`src/rtl/sdlib.sv`:
```
// Shared definitions for the sd_* pulse-handling blocks: FSM state encoding,
// gap-timer width and the legal GAP range.
package sdlib;

  typedef enum logic [1:0] {
    ST_IDLE = 2'd0,
    ST_FIRE = 2'd1,
    ST_HOLD = 2'd2
  } sd_state_e;

  localparam int SD_TIMER_W = 8;
  localparam int SD_GAP_MIN = 2;
  localparam int SD_GAP_MAX = 255;

  function automatic bit sd_gap_legal(input int gap);
    return (gap >= SD_GAP_MIN) && (gap <= SD_GAP_MAX);
  endfunction

endpackage

```
`src/rtl/sd_pulse_spacer_if.sv`:
```
// Request/status bundle between a pulse producer and sd_pulse_spacer.
interface sd_pulse_spacer_if #(
  parameter int CNT_W = 4
) ();

  logic             pulse_in;
  logic             ovf_clr;
  logic             pulse_out;
  logic [CNT_W-1:0] pending;
  logic             overflow;
  logic             idle;

  modport master (
    output pulse_in,
    output ovf_clr,
    input  pulse_out,
    input  pending,
    input  overflow,
    input  idle
  );

  modport slave (
    input  pulse_in,
    input  ovf_clr,
    output pulse_out,
    output pending,
    output overflow,
    output idle
  );

endinterface

```
`src/rtl/sd_sat_counter.sv`:
```
// Up/down counter that sticks at both ends instead of wrapping; simultaneous
// inc and dec cancel.
module sd_sat_counter #(
  parameter int W = 4
) (
  input  logic         clk,
  input  logic         rst_n,
  input  logic         inc,
  input  logic         dec,
  output logic [W-1:0] count,
  output logic         full,
  output logic         empty
);

  localparam logic [W-1:0] CNT_MAX = '1;

  logic [W-1:0] count_q, count_d;

  always_comb begin
    count_d = count_q;
    if (inc && !dec && (count_q != CNT_MAX)) begin
      count_d = count_q + W'(1);
    end else if (dec && !inc && (count_q != '0)) begin
      count_d = count_q - W'(1);
    end
  end

  always_ff @(posedge clk or negedge rst_n) begin
    if (!rst_n) begin
      count_q <= '0;
    end else begin
      count_q <= count_d;
    end
  end

  assign count = count_q;
  assign full  = (count_q == CNT_MAX);
  assign empty = (count_q == '0);

endmodule

```
`src/rtl/sd_pulse_spacer.sv`:
```
// Re-spaces a bursty pulse stream so consecutive pulse_out rising edges are at
// least GAP cycles apart, queueing up to 2**CNT_W-1 requests.
module sd_pulse_spacer
  import sdlib::*;
#(
  parameter int GAP   = 8,
  parameter int CNT_W = 4
) (
  input  logic             clk,
  input  logic             reset_n,
  sd_pulse_spacer_if.slave bus
);

  if (!sd_gap_legal(GAP)) begin : g_gap_range
    $error("sd_pulse_spacer: GAP=%0d outside %0d..%0d", GAP, SD_GAP_MIN, SD_GAP_MAX);
  end

  // HOLD spans GAP-1 cycles: the timer is loaded on entry and exits at zero.
  localparam logic [SD_TIMER_W-1:0] HOLD_LOAD = SD_TIMER_W'(GAP - 2);

  sd_state_e             state_q, state_d;
  logic [SD_TIMER_W-1:0] timer_q, timer_d;
  logic                  pulse_out_q, pulse_out_d;
  logic                  overflow_q, overflow_d;

  logic             fire;
  logic             drop;
  logic             want_fire;
  logic [CNT_W-1:0] cnt;
  logic             cnt_full;
  logic             cnt_empty;

  assign fire      = (state_q == ST_FIRE);
  // A FIRE cycle frees a slot, so a request arriving then is never dropped.
  assign drop      = bus.pulse_in && cnt_full && !fire;
  assign want_fire = bus.pulse_in || !cnt_empty;

  sd_sat_counter #(
    .W (CNT_W)
  ) u_pending (
    .clk   (clk),
    .rst_n (reset_n),
    .inc   (bus.pulse_in),
    .dec   (fire),
    .count (cnt),
    .full  (cnt_full),
    .empty (cnt_empty)
  );

  always_comb begin
    state_d = state_q;
    timer_d = timer_q;
    case (state_q)
      ST_IDLE: begin
        if (want_fire) state_d = ST_FIRE;
      end
      ST_FIRE: begin
        state_d = ST_HOLD;
        timer_d = HOLD_LOAD;
      end
      ST_HOLD: begin
        if (timer_q != '0) begin
          timer_d = timer_q - SD_TIMER_W'(1);
        end else if (want_fire) begin
          state_d = ST_FIRE;
        end else begin
          state_d = ST_IDLE;
        end
      end
      default: begin
        state_d = ST_IDLE;
        timer_d = '0;
      end
    endcase
    pulse_out_d = (state_d == ST_FIRE);
    // A drop in the same cycle as a clear must leave the flag set.
    overflow_d  = drop || (overflow_q && !bus.ovf_clr);
  end

  always_ff @(posedge clk or negedge reset_n) begin
    if (!reset_n) begin
      state_q     <= ST_IDLE;
      timer_q     <= '0;
      pulse_out_q <= 1'b0;
      overflow_q  <= 1'b0;
    end else begin
      state_q     <= state_d;
      timer_q     <= timer_d;
      pulse_out_q <= pulse_out_d;
      overflow_q  <= overflow_d;
    end
  end

  assign bus.pulse_out = pulse_out_q;
  assign bus.pending   = cnt;
  assign bus.overflow  = overflow_q;
  assign bus.idle      = (state_q == ST_IDLE) && cnt_empty;

  a_fire_has_pending: assert property (@(posedge clk) disable iff (!reset_n)
    (state_q == ST_FIRE) |-> !cnt_empty);

  a_pulse_is_fire: assert property (@(posedge clk) disable iff (!reset_n)
    pulse_out_q == (state_q == ST_FIRE));

endmodule
```
`src/flat_wrapper.sv`:
```
// flat-port wrapper written by rule: the top's interface ports become plain ports
module sd_pulse_spacer_flat import sdlib::*;
#(
  parameter int GAP   = 8,
  parameter int CNT_W = 4
)
  (clk, reset_n, bus_pulse_in, bus_ovf_clr, bus_pulse_out, bus_pending, bus_overflow, bus_idle);
  sd_pulse_spacer_if #(.CNT_W(CNT_W)) bus_i ();
  input  logic clk;
  input  logic reset_n;
  input wire logic [$bits(bus_i.pulse_in)-1:0] bus_pulse_in;
  input wire logic [$bits(bus_i.ovf_clr)-1:0] bus_ovf_clr;
  output wire logic [$bits(bus_i.pulse_out)-1:0] bus_pulse_out;
  output wire logic [$bits(bus_i.pending)-1:0] bus_pending;
  output wire logic [$bits(bus_i.overflow)-1:0] bus_overflow;
  output wire logic [$bits(bus_i.idle)-1:0] bus_idle;
  assign bus_i.pulse_in = bus_pulse_in;
  assign bus_i.ovf_clr = bus_ovf_clr;
  assign bus_pulse_out = bus_i.pulse_out;
  assign bus_pending = bus_i.pending;
  assign bus_overflow = bus_i.overflow;
  assign bus_idle = bus_i.idle;
  sd_pulse_spacer #(.GAP(GAP), .CNT_W(CNT_W)) u_core (.clk(clk), .reset_n(reset_n), .bus(bus_i));
endmodule
```
`config.mk`:
```
export PLATFORM = sky130hd
export DESIGN_NAME = sd_pulse_spacer_flat
export DESIGN_NICKNAME = d
export VERILOG_FILES = /design/src/rtl/sdlib.sv /design/src/rtl/sd_pulse_spacer_if.sv /design/src/rtl/sd_sat_counter.sv /design/src/rtl/sd_pulse_spacer.sv /design/src/flat_wrapper.sv
export SDC_FILE = /design/constraint.sdc
export NUM_CORES = 1
export LEC_CHECK = 0
export ABC_AREA = 0
export BUFFER_PORTS_ARGS = -buffer_cell sky130_fd_sc_hd__clkbuf_2
export CAP_MARGIN = 20
export CORE_MARGIN = 1
export CORE_UTILIZATION = 56
export DETAILED_ROUTE_END_ITERATION = 10
export PLACE_DENSITY = 0.77
export SLEW_MARGIN = 20
export SYNTH_ARGS = -nofsm -noshare
export SYNTH_HDL_FRONTEND = slang
export SYNTH_SLANG_ARGS = --single-unit
```
`constraint.sdc`:
```
create_clock -name clk -period 2.9 [get_ports clk]
set_input_delay 0.29 -clock clk [delete_from_list [all_inputs] [get_ports clk]]
set_output_delay 0.29 -clock clk [all_outputs]
set_load 0.005 [all_outputs]
```
==> results of run 1 <==
[report_power, final]
group	switching [uW]	internal (uW)	total, uW
clock network	77.4	76.6	154
registers	116	315	431
logic	438	346	784
total	631	738	1370
[critical path, delay by kind of cell, from the launching register on]
| kind | cells | cell delay, ns |
|---|---|---|
| AO/OA/AOI/OAI | 2 | 0.34 |
| buffers and inverters | 1 | 0.10 |
| AND/OR/NAND/NOR | 1 | 0.29 |
| XOR/XNOR | 1 | 0.19 |
| multiplexers | 1 | 0.26 |
| adder cells (fa/ha/maj) | 2 | 0.59 |
| flip-flops | 1 | 0.41 |
[cell families (layout without fill, tap and decap cells)]
family	Yosys count	count (layout)	synth area share, %
and+or+nand+nor	35	35	20.3
AOI/OAI and AO/OA	23	23	16.7
adders and majority gates	9	9	12.1
muxes	4	4	4.28
buffers and inverters	10	24	3.77
DFF	16	16	40.3
xor gates and xnor gates	3	3	2.64
[synthesized netlist by cell type (3+ instances only)]
cell type,number,share of area (%)
nand3_1,6,3.0
inv_1,9,3.4
a21oi_1,3,1.5
o21ai_0,7,3.5
ha_1,8,10
xor2_1,3,2.6
nor2_1,11,4.2
nand2_1,4,1.5
dfrtp_1,16,40
[worst max path at each step]
stage	endpoint	start	slack, ns	cells after the start
global route	u_core.u_pending.count[3]$_DFFE_PN0P_	u_core.state_q[1]$_DFF_PN0_	0.51	8
detailed placement	u_core.u_pending.count[3]$_DFFE_PN0P_	u_core.state_q[1]$_DFF_PN0_	0.66	8
floorplan	u_core.u_pending.count[3]$_DFFE_PN0P_	u_core.state_q[1]$_DFF_PN0_	0.92	8
finish	u_core.u_pending.count[3]$_DFFE_PN0P_	u_core.state_q[1]$_DFF_PN0_	0.63	8
CTS	u_core.u_pending.count[3]$_DFFE_PN0P_	u_core.state_q[1]$_DFF_PN0_	0.64	8
global placement	u_core.u_pending.count[3]$_DFFE_PN0P_	u_core.state_q[1]$_DFF_PN0_	0.84	8
[state kept, by name, summed over array words and instances, names as in the netlist]
register and cells:
u_core.state_q 2, u_core.timer_q 8, u_core.bus.pulse_out 1, u_core.bus.overflow 1
u_core.u_pending.count 4
[per-layer routing]
| layer | GRT usage, % | share of wire (%) | up-vias |
|---|---|---|---|
| met5 | 0 | 0 | - |
| met4 | 14.5 | 2.4 | 0 |
| met3 | 3.67 | 3.4 | 5 |
| met2 | 37.6 | 46 | 13 |
| met1 | 34.0 | 48 | 376 |
| li1 | - | - | 398 |
[layout make-up]
| type | instances | share of cell area [%] |
|---|---|---|
| multi-input combinational | 74 | 50.3 |
| sequential | 16 | 36.2 |
| clock buffer | 4 | 3.28 |
| timing repair buffer | 11 | 5.42 |
| inverter | 9 | 3.05 |
| tap | 16 | 1.81 |
[stage by stage]
step	power, uW	utilization [%]	setup WS (ns)	area, sq um
6_report	1370	70.2	0.631	1110
5_1_grt	1500	70.2	0.509	1110
4_1_cts	1370	70.2	0.636	1110
3_5_place_dp	1210	67.3	0.656	1060
3_3_place_gp	1180	67.3	0.837	1060
2_1_floorplan	1020	-	0.923	995
[timing repair]
action                     4_1_cts  5_1_grt
hold buffers                     1        0
setup endpoints to repair        0        0
hold endpoints to repair        16        0
==> results.sh, run 1 <==
export IMPL_outcome="completed"
export IMPL_ctsResizeCount=0
export IMPL_drive_gt1_share_pct=18.4
export IMPL_numCtsBuffers=3
export IMPL_ff2ff_path_depth=8
export IMPL_holdPathEnd="u_core.bus.overflow$_DFF_PN0_"
export IMPL_drc=0
export IMPL_cts_path_max_buffers=2
export IMPL_final_cell_mix="16 x dfrtp_1, 11 x nor2_1, 10 x clkbuf_2"
export IMPL_cts_root_buf="clkbuf_4"
export IMPL_drt_iter0_markers=21
export IMPL_finalWeightedCongestion=0.849
export IMPL_ys_types=35
export IMPL_clk_pin_slew_worst_paths_ns=0.10
export IMPL_hold_ws_ns=0.178
export IMPL_path_class="reg2reg"
export IMPL_slowest_delay_ns=0.41
export IMPL_cp_start_kind="register"
export IMPL_die_w_um=44.1
export IMPL_fmax_ghz=0.441
export IMPL_mostFrequentLayoutCell="dfrtp_1"
export IMPL_syn_avg_cell_area_sq_um=9.95
export IMPL_start_util_pct=63.1
export IMPL_ant_nets=0
export IMPL_syn_area_sq_um=995
export IMPL_hold_start="bus_ovf_clr"
export IMPL_synth_warnings=0
export IMPL_n_fill_cell=121
export IMPL_ys_seq_area_share_pct=40.3
export IMPL_arrival_ns=2.49
export IMPL_grt_first_pass_wirelength_um=3460
export IMPL_dieArea_sq_mm=0.00195
export IMPL_synth_cells=100
export IMPL_multi_input_area_sq_um=557
export IMPL_fp_coreArea_sq_mm=0.00158
export IMPL_rsz0062_at_grt="no"
export IMPL_grt_use_total_pct=24.9
export IMPL_portBuffers=10
export IMPL_powerDensity_mw_per_mm2=1240
export IMPL_post_route_min_period_ns=2.27
export IMPL_grt_max_degree=17
export IMPL_cts_max_level=1
export IMPL_antenna_cells=0
export IMPL_p_leak_uw=0.000539
export IMPL_path_cells="inv_1 -> ha_1 -> nand3b_1 -> ha_1 -> a21o_1 -> a21oi_1 -> mux2i_1 -> xor2_1"
export IMPL_finalNetCount=128
export IMPL_path_common_cell="ha_1"
export IMPL_holdCritPathClass="in2reg"
export IMPL_cp_required_ns=3.12
export IMPL_vias=792
export IMPL_relSlewSlack_pct=68.9
export IMPL_r2r_end="u_core.u_pending.count[3]$_DFFE_PN0P_"
export IMPL_synth_nets=113
export IMPL_synth_main_ff_cell="dfrtp_1"
export IMPL_chipHeight_um=44.1
export IMPL_worstSetupEndpointType="register"
export IMPL_overflow=0
export IMPL_slowest_stage="dfrtp_1"
export IMPL_peakVddDrop_uv=715
export IMPL_vias_per_cell=6.09
export IMPL_finClkSkew_ns=0.00478
export IMPL_path_max_fanout=6
export IMPL_drt_total_wl_um=1970
export IMPL_hold_depth=2
export IMPL_wire_per_inst_um=15.1
export IMPL_cts_tree="yes"
export IMPL_hpwlAfterDp_um=1490
export IMPL_rrSetupSlack_ns=0.63
export IMPL_clock_sinks=16
export IMPL_tightest_slew_ns=0.460
export IMPL_hold_violations=0
export IMPL_drv_cap=0
export IMPL_ys_seq_elements=16
export IMPL_io_pins=11
export IMPL_synth_edf_count=0
export IMPL_finalMaxSlewViolations=0
export IMPL_syn_to_final_growth_pct=11.3
export IMPL_grt_pass1_vias=782
export IMPL_worstSkewPairLatency_ns=0.30
export IMPL_final_setup_tns_ns=0
export IMPL_dp_cells=125
export IMPL_final_instance_count_excl_fill=130
export IMPL_r2r_start="u_core.state_q[1]$_DFF_PN0_"
export IMPL_cts_setup_buffers=0
export IMPL_seqCellArea_sq_um=400
export IMPL_antenna_found_initial=0
export IMPL_async_flop_share_pct=100
export IMPL_rows=14
export IMPL_first_pass_iters=6
export IMPL_setup_viol=0
export IMPL_period_share_pct=78.2
Note: power is estimated with default switching activity, not from simulation.
==> inputs of run 2 (changes only) <==
--- a/config.mk
+++ b/config.mk
@@ -9,9 +9,9 @@
 export BUFFER_PORTS_ARGS = -buffer_cell sky130_fd_sc_hd__clkbuf_2
 export CAP_MARGIN = 20
 export CORE_MARGIN = 1
-export CORE_UTILIZATION = 56
+export CORE_UTILIZATION = 51
 export DETAILED_ROUTE_END_ITERATION = 10
-export PLACE_DENSITY = 0.77
+export PLACE_DENSITY = 0.74
 export SLEW_MARGIN = 20
 export SYNTH_ARGS = -nofsm -noshare
 export SYNTH_HDL_FRONTEND = slang
==> constraint.sdc (replaced) <==
create_clock -name clk -period 1.9 [get_ports clk]
set_input_delay 0.19 -clock clk [delete_from_list [all_inputs] [get_ports clk]]
set_output_delay 0.19 -clock clk [all_outputs]
set_load 0.005 [all_outputs]
==> results.sh, run 2 (same netlist as run 1, synthesis figures left out) <==
export IMPL_dieArea_sq_mm=0.00213
export IMPL_path_max_fanout=2
export IMPL_tightest_slew_ns=0.398
export IMPL_drt_total_wl_um=2150
export IMPL_final_setup_tns_ns=0
export IMPL_final_instance_count_excl_fill=148
export IMPL_largest_reg_flops=8
export IMPL_outcome="completed"
export IMPL_worstSkewPairLatency_ns=0.29
export IMPL_relSlewSlack_pct=73.3
export IMPL_cp_required_ns=2.12
export IMPL_period_share_pct=97.0
export IMPL_arrival_ns=2.07
export IMPL_die_w_um=46.2
export IMPL_grt_pass1_vias=782
export IMPL_path_class="reg2reg"
export IMPL_drive_gt1_share_pct=31.7
export IMPL_p_leak_uw=0.000580
export IMPL_fmax_ghz=0.543
export IMPL_holdCritPathClass="in2reg"
export IMPL_fp_coreArea_sq_mm=0.00178
export IMPL_vias=865
export IMPL_slowest_stage="dfrtp_1"
export IMPL_start_util_pct=55.8
export IMPL_finalNetCount=137
export IMPL_antenna_found_initial=0
export IMPL_cts_tree="yes"
export IMPL_clock_sinks=16
export IMPL_peakVddDrop_uv=1090
export IMPL_grt_max_degree=17
export IMPL_numCtsBuffers=3
export IMPL_portBuffers=10
export IMPL_ant_nets=0
export IMPL_powerDensity_mw_per_mm2=1880
export IMPL_slowest_delay_ns=0.43
export IMPL_final_cell_mix="14 x dfrtp_1, 11 x nor2_1, 10 x clkbuf_2"
export IMPL_rrSetupSlack_ns=0.06
export IMPL_finalInstanceArea_sq_mm=0.00123
export IMPL_cts_root_buf="clkbuf_4"
export IMPL_drc=0
export IMPL_clk_pin_slew_worst_paths_ns=0.09
export IMPL_grt_use_total_pct=23.4
export IMPL_dp_cells=142
export IMPL_io_pins=11
export IMPL_hold_ws_ns=0.0794
export IMPL_regMostFlops="u_core.timer_q"
export IMPL_rsz0062_at_grt="yes"
export IMPL_first_pass_iters=4
export IMPL_finClkSkew_ns=0.00265
export IMPL_cp_start_kind="register"
export IMPL_n_fill_cell=147
export IMPL_cts_path_max_buffers=2
export IMPL_mostFrequentLayoutCell="dfrtp_1"
export IMPL_drv_cap=0
export IMPL_vias_per_cell=5.84
export IMPL_setup_viol=0
export IMPL_overflow=0
export IMPL_chipHeight_um=46.2
export IMPL_finalWeightedCongestion=0.810
export IMPL_antenna_cells=0
export IMPL_hold_violations=0
export IMPL_post_route_min_period_ns=1.84
export IMPL_cts_max_level=1
export IMPL_worstSetupEndpointType="register"
export IMPL_syn_to_final_growth_pct=23.5
export IMPL_finalMaxSlewViolations=0
export IMPL_wire_per_inst_um=14.6
export IMPL_placed_area_sq_mm=0.00115
export IMPL_grt_first_pass_wirelength_um=3420
export IMPL_hpwlAfterDp_um=1590
export IMPL_rows=15
export IMPL_drt_iter0_markers=11
export IMPL_path_cells="ha_4 -> nand3b_1 -> ha_1 -> a21o_1 -> a21oi_2 -> mux2i_1 -> xor2_1"
## run 2: changes by cell type in the layout (fill, tap and decap cells not counted), sizes merged
| cell | delta |
|---|---|
| buf | +9 |
## run 2: final cells by class
type                            count  area (sq um)  share of cell area (%)
Multi-Input combinational cell     74           593                    48.3
Sequential cell                    16           403                    32.8
Timing Repair Buffer               20           131                    10.7
Clock buffer                        4          36.3                    2.95
Inverter                            9          33.8                    2.75
Tap cell                           25          31.3                    2.55
## run 2: repair_timing
item,4_1_cts,5_1_grt
buffers inserted,0,1
resized for setup,0,7
hold buffers,1,0
endpoints found under the setup margin,0,3
endpoints found under the hold margin,16,0
## run 2: stage by stage
| step | utilization, % | worst slack, ns | power [uW] |
|---|---|---|---|
| 5_1_grt | 68.9 | -0.0298 | 2500 |
| 4_1_cts | 67.0 | 0.0343 | 2240 |
| 3_5_place_dp | 64.4 | 0.0703 | 2000 |
| 3_3_place_gp | 64.4 | 0.0895 | 1950 |
| 6_report | 68.9 | 0.0568 | 2310 |
| 2_1_floorplan | - | 0.0138 | 1590 |
## run 2: final timing paths
path                                                        from                               endpoint  cells after the start
max in group asynchronous                                reset_n  u_core.u_pending.count[0]$_DFFE_PN0P_                      2
min in group asynchronous                                reset_n          u_core.timer_q[2]$_DFFE_PN0P_                      2
hold reg to reg            u_core.u_pending.count[3]$_DFFE_PN0P_  u_core.u_pending.count[3]$_DFFE_PN0P_                      1
setup reg to reg                     u_core.state_q[0]$_DFF_PN0_  u_core.u_pending.count[3]$_DFFE_PN0P_                      7
setup / recovery                     u_core.state_q[0]$_DFF_PN0_  u_core.u_pending.count[3]$_DFFE_PN0P_                      7
hold / removal                                       bus_ovf_clr          u_core.bus.overflow$_DFF_PN0_                      2
## run 2: per-layer routing
layer / routed length, um / global-route usage [%] / vias up
li1: - / - / 417
met1: 950 / 29.2 / 415
met2: 1050 / 35.8 / 24
met3: 74 / 5.10 / 9
met4: 80 / 15.9 / 0
met5: 0 / 0 / -
## run 2: power breakdown
group	switching [uW]	total, uW	internal [uW]
logic	725	1410	689
clock network	113	229	117
registers	186	672	486
total	1020	2310	1290
## run 2: critical path, delay by kind of cell, from the launching register on
family / cells / cell delay (ns)
mux: 1 / 0.22
fa+ha+maj: 2 / 0.46
compound gates: 2 / 0.32
simple gates: 1 / 0.20
flops: 1 / 0.43
xor+xnor: 1 / 0.15
==> inputs of run 3 (changes only) <==
--- a/config.mk
+++ b/config.mk
@@ -5,11 +5,11 @@
 export SDC_FILE = /design/constraint.sdc
 export NUM_CORES = 1
 export LEC_CHECK = 0
-export ABC_AREA = 0
+export ABC_AREA = 1
 export BUFFER_PORTS_ARGS = -buffer_cell sky130_fd_sc_hd__clkbuf_2
 export CAP_MARGIN = 20
 export CORE_MARGIN = 1
-export CORE_UTILIZATION = 51
+export CORE_UTILIZATION = 52
 export DETAILED_ROUTE_END_ITERATION = 10
 export PLACE_DENSITY = 0.74
 export SLEW_MARGIN = 20
==> results.sh, run 3 <==
export IMPL_die_w_um=49.2
export IMPL_slowest_delay_ns=0.37
export IMPL_path_class="reg2reg"
export IMPL_vias_per_cell=5.33
export IMPL_start_util_pct=57.2
export IMPL_tightest_slew_ns=0.427
export IMPL_pre_cts_ws_ns=0.0195
export IMPL_p_clk_share_pct=8.7
export IMPL_hpwlAfterDp_um=1940
export IMPL_syn_to_final_growth_pct=18.5
export IMPL_hold_ws_ns=0.0748
export IMPL_clk_pin_slew_worst_paths_ns=0.10
export IMPL_cts_tree="yes"
export IMPL_pwr_share_seq_pct=22.5
export IMPL_setup_viol=0
export IMPL_worstSkewPairLatency_ns=0.29
export IMPL_synth_main_ff_cell="dfrtp_1"
export IMPL_relSlewSlack_pct=71.5
export IMPL_drc=0
export IMPL_ys_seq_elements=16
export IMPL_cts_max_level=1
export IMPL_arrival_ns=1.98
export IMPL_synth_common_cells="34 x nand2_1, 20 x inv_1, 18 x nand3_1, 16 x dfrtp_1, 12 x nor2_1"
export IMPL_finalWeightedCongestion=0.783
export IMPL_worstSetupEndpointType="register"
export IMPL_p_leak_uw=0.000716
export IMPL_finalWorstSetupSlack_ns=0.114
export IMPL_vias=1055
export IMPL_hold_violations=0
export IMPL_placed_area_sq_mm=0.00131
export IMPL_async_flop_share_pct=100
export IMPL_path_max_fanout=3
export IMPL_clock_sinks=16
export IMPL_r2r_start="u_core.state_q[1]$_DFF_PN0_"
export IMPL_cp_top_family="simple AND/OR/NAND/NOR gates"
export IMPL_p_switching_uw=1350
export IMPL_drive_gt1_share_pct=25.7
export IMPL_regMostFlops="u_core.timer_q"
export IMPL_finalMaxSlewViolations=0
export IMPL_outcome="completed"
export IMPL_portBuffers=10
export IMPL_syn_area_sq_mm=0.00116
export IMPL_yosys_top_cells_area="dfrtp_1 35%, nand2_1 11%, ha_1 8.6%, nand3_1 7.8%, inv_1 6.5%"
export IMPL_drt_iter0_markers=19
export IMPL_fmax_ghz=0.560
export IMPL_antenna_found_initial=0
export IMPL_antenna_cells=0
export IMPL_cp_start_kind="register"
export IMPL_cp_required_ns=2.09
export IMPL_rows=16
export IMPL_finalInstanceArea_sq_mm=0.00137
export IMPL_syn_avg_cell_area_sq_um=7.87
export IMPL_post_route_min_period_ns=1.79
export IMPL_grt_first_pass_wirelength_um=4210
export IMPL_grt_pass1_vias=1008
export IMPL_finalNetCount=185
export IMPL_ys_types=26
export IMPL_largest_reg_flops=8
export IMPL_drt_total_wl_um=2530
export IMPL_cp_depth=10
export IMPL_finClkSkew_ns=0.00146
export IMPL_grt_max_degree=17
export IMPL_dieArea_sq_mm=0.00242
export IMPL_netSwitchingFraction_pct=50.1
export IMPL_io_pins=11
export IMPL_ys_seq_area_share_pct=34.6
export IMPL_startpoint="u_core.state_q[1]$_DFF_PN0_"
export IMPL_power_frac_comb_pct=68.7
export IMPL_synth_cells=147
export IMPL_p_total_uw=2690
export IMPL_hold_depth=2
export IMPL_drv_cap=0
export IMPL_ant_nets=0
export IMPL_first_pass_iters=4
export IMPL_wire_per_inst_um=12.8
export IMPL_ff2ff_path_depth=10
export IMPL_final_cell_mix="34 x nand2_1, 20 x inv_1, 17 x nand3_1"
export IMPL_cts_path_max_buffers=2
export IMPL_grt_use_total_pct=22.8
export IMPL_synth_nets=160
export IMPL_synth_edf_count=0
export IMPL_holdCritPathClass="in2reg"
export IMPL_final_instance_count_excl_fill=198
export IMPL_path_cells="inv_1 -> ha_1 -> inv_1 -> nand3_2 -> ha_1 -> nand3_1 -> nand2_1 -> or2_1 -> nand3_1 -> nand2_1"
export IMPL_internal_power_uw=1340
export IMPL_cp_num_buf_inv=2
export IMPL_hold_start="bus_ovf_clr"
export IMPL_yosysMostFrequentCell="nand2_1"
export IMPL_peakVddDrop_uv=1100
export IMPL_numCtsBuffers=3
export IMPL_powerDensity_mw_per_mm2=1960
export IMPL_period_share_pct=94.0
export IMPL_yosysTopAreaCell="dfrtp_1"
export IMPL_dp_cells=193
export IMPL_mostFrequentLayoutCell="nand2_1"
export IMPL_overflow=0
export IMPL_cts_root_buf="clkbuf_4"
export IMPL_fp_coreArea_sq_mm=0.00202
export IMPL_chipHeight_um=49.2
export IMPL_yosys_area_top_type_share_pct=34.6
export IMPL_synth_warnings=0
export IMPL_slowest_stage="dfrtp_1"
-- run 3: path summary, 6_finish.rpt --
check | endpoint | slack [ns]
min in group asynchronous | u_core.timer_q[4]$_DFFE_PN0P_ | 0.36
setup / recovery | u_core.u_pending.count[3]$_DFFE_PN0P_ | 0.11
setup reg to reg | u_core.u_pending.count[3]$_DFFE_PN0P_ | 0.11
max in group asynchronous | u_core.timer_q[2]$_DFFE_PN0P_ | 1.24
hold reg to reg | u_core.timer_q[6]$_DFFE_PN0P_ | 0.56
hold / removal | u_core.bus.overflow$_DFF_PN0_ | 0.07
-- run 3: area by class of cell --
class	count	area (sq um)
repair buffers	21	135
fillers	167	651
clock buffers	4	36.3
well taps	27	33.8
flip-flops and latches	16	400
multi-input cells	108	683
inverters	22	82.6
-- run 3: power groups by stage --
stage	Sequential, uW	Combinational [uW]	Clock (uW)
after floorplan	627	1290	0
after global placement	599	1730	0
after detailed placement	604	1800	0
after CTS	600	1810	239
after global routing	617	2080	253
final	606	1850	235
-- run 3: repair_timing --
| action | 4_1_cts | 5_1_grt |
|---|---|---|
| gates resized for setup | 0 | 3 |
| hold buffers | 1 | 0 |
| setup endpoints to repair | 0 | 2 |
| buffers inserted | 0 | 0 |
| endpoints found under the hold margin | 16 | 0 |
-- run 3: worst register-to-register path: stages, from the launching register on --
cell     delay (ns)
dfrtp_1        0.37
inv_1          0.09
ha_1           0.20
inv_1          0.09
nand3_2        0.13
ha_1           0.30
nand3_1        0.08
nand2_1        0.07
or2_1          0.24
nand3_1        0.07
nand2_1        0.06
-- run 3: routing by layer --
layer	track usage (%)	part of all wire (%)
met1	25.7	43
met2	43.8	53
met3	2.80	3.2
met4	6.37	0.36
met5	0	0
-- run 3: cells by family (layout without fill, tap and decap cells) --
group / Yosys count / count (layout) / synth area share [%]
AO/OA/AOI/OAI: 12 / 12 / 7.35
XOR/XNOR: 2 / 2 / 1.51
adder cells (fa/ha/maj): 9 / 9 / 10.4
flip-flops: 16 / 16 / 34.6
AND/OR/NAND/NOR: 85 / 85 / 38.1
buffers and inverters: 23 / 47 / 8.11
-- run 3: stage by stage --
| stage | util [%] | TNS [ns] |
|---|---|---|
| 2_1_floorplan | - | 0 |
| 3_3_place_gp | 64.5 | 0 |
| 3_5_place_dp | 64.5 | 0 |
| 4_1_cts | 66.8 | 0 |
| 5_1_grt | 67.8 | -0.0124 |
| 6_report | 67.8 | 0 |
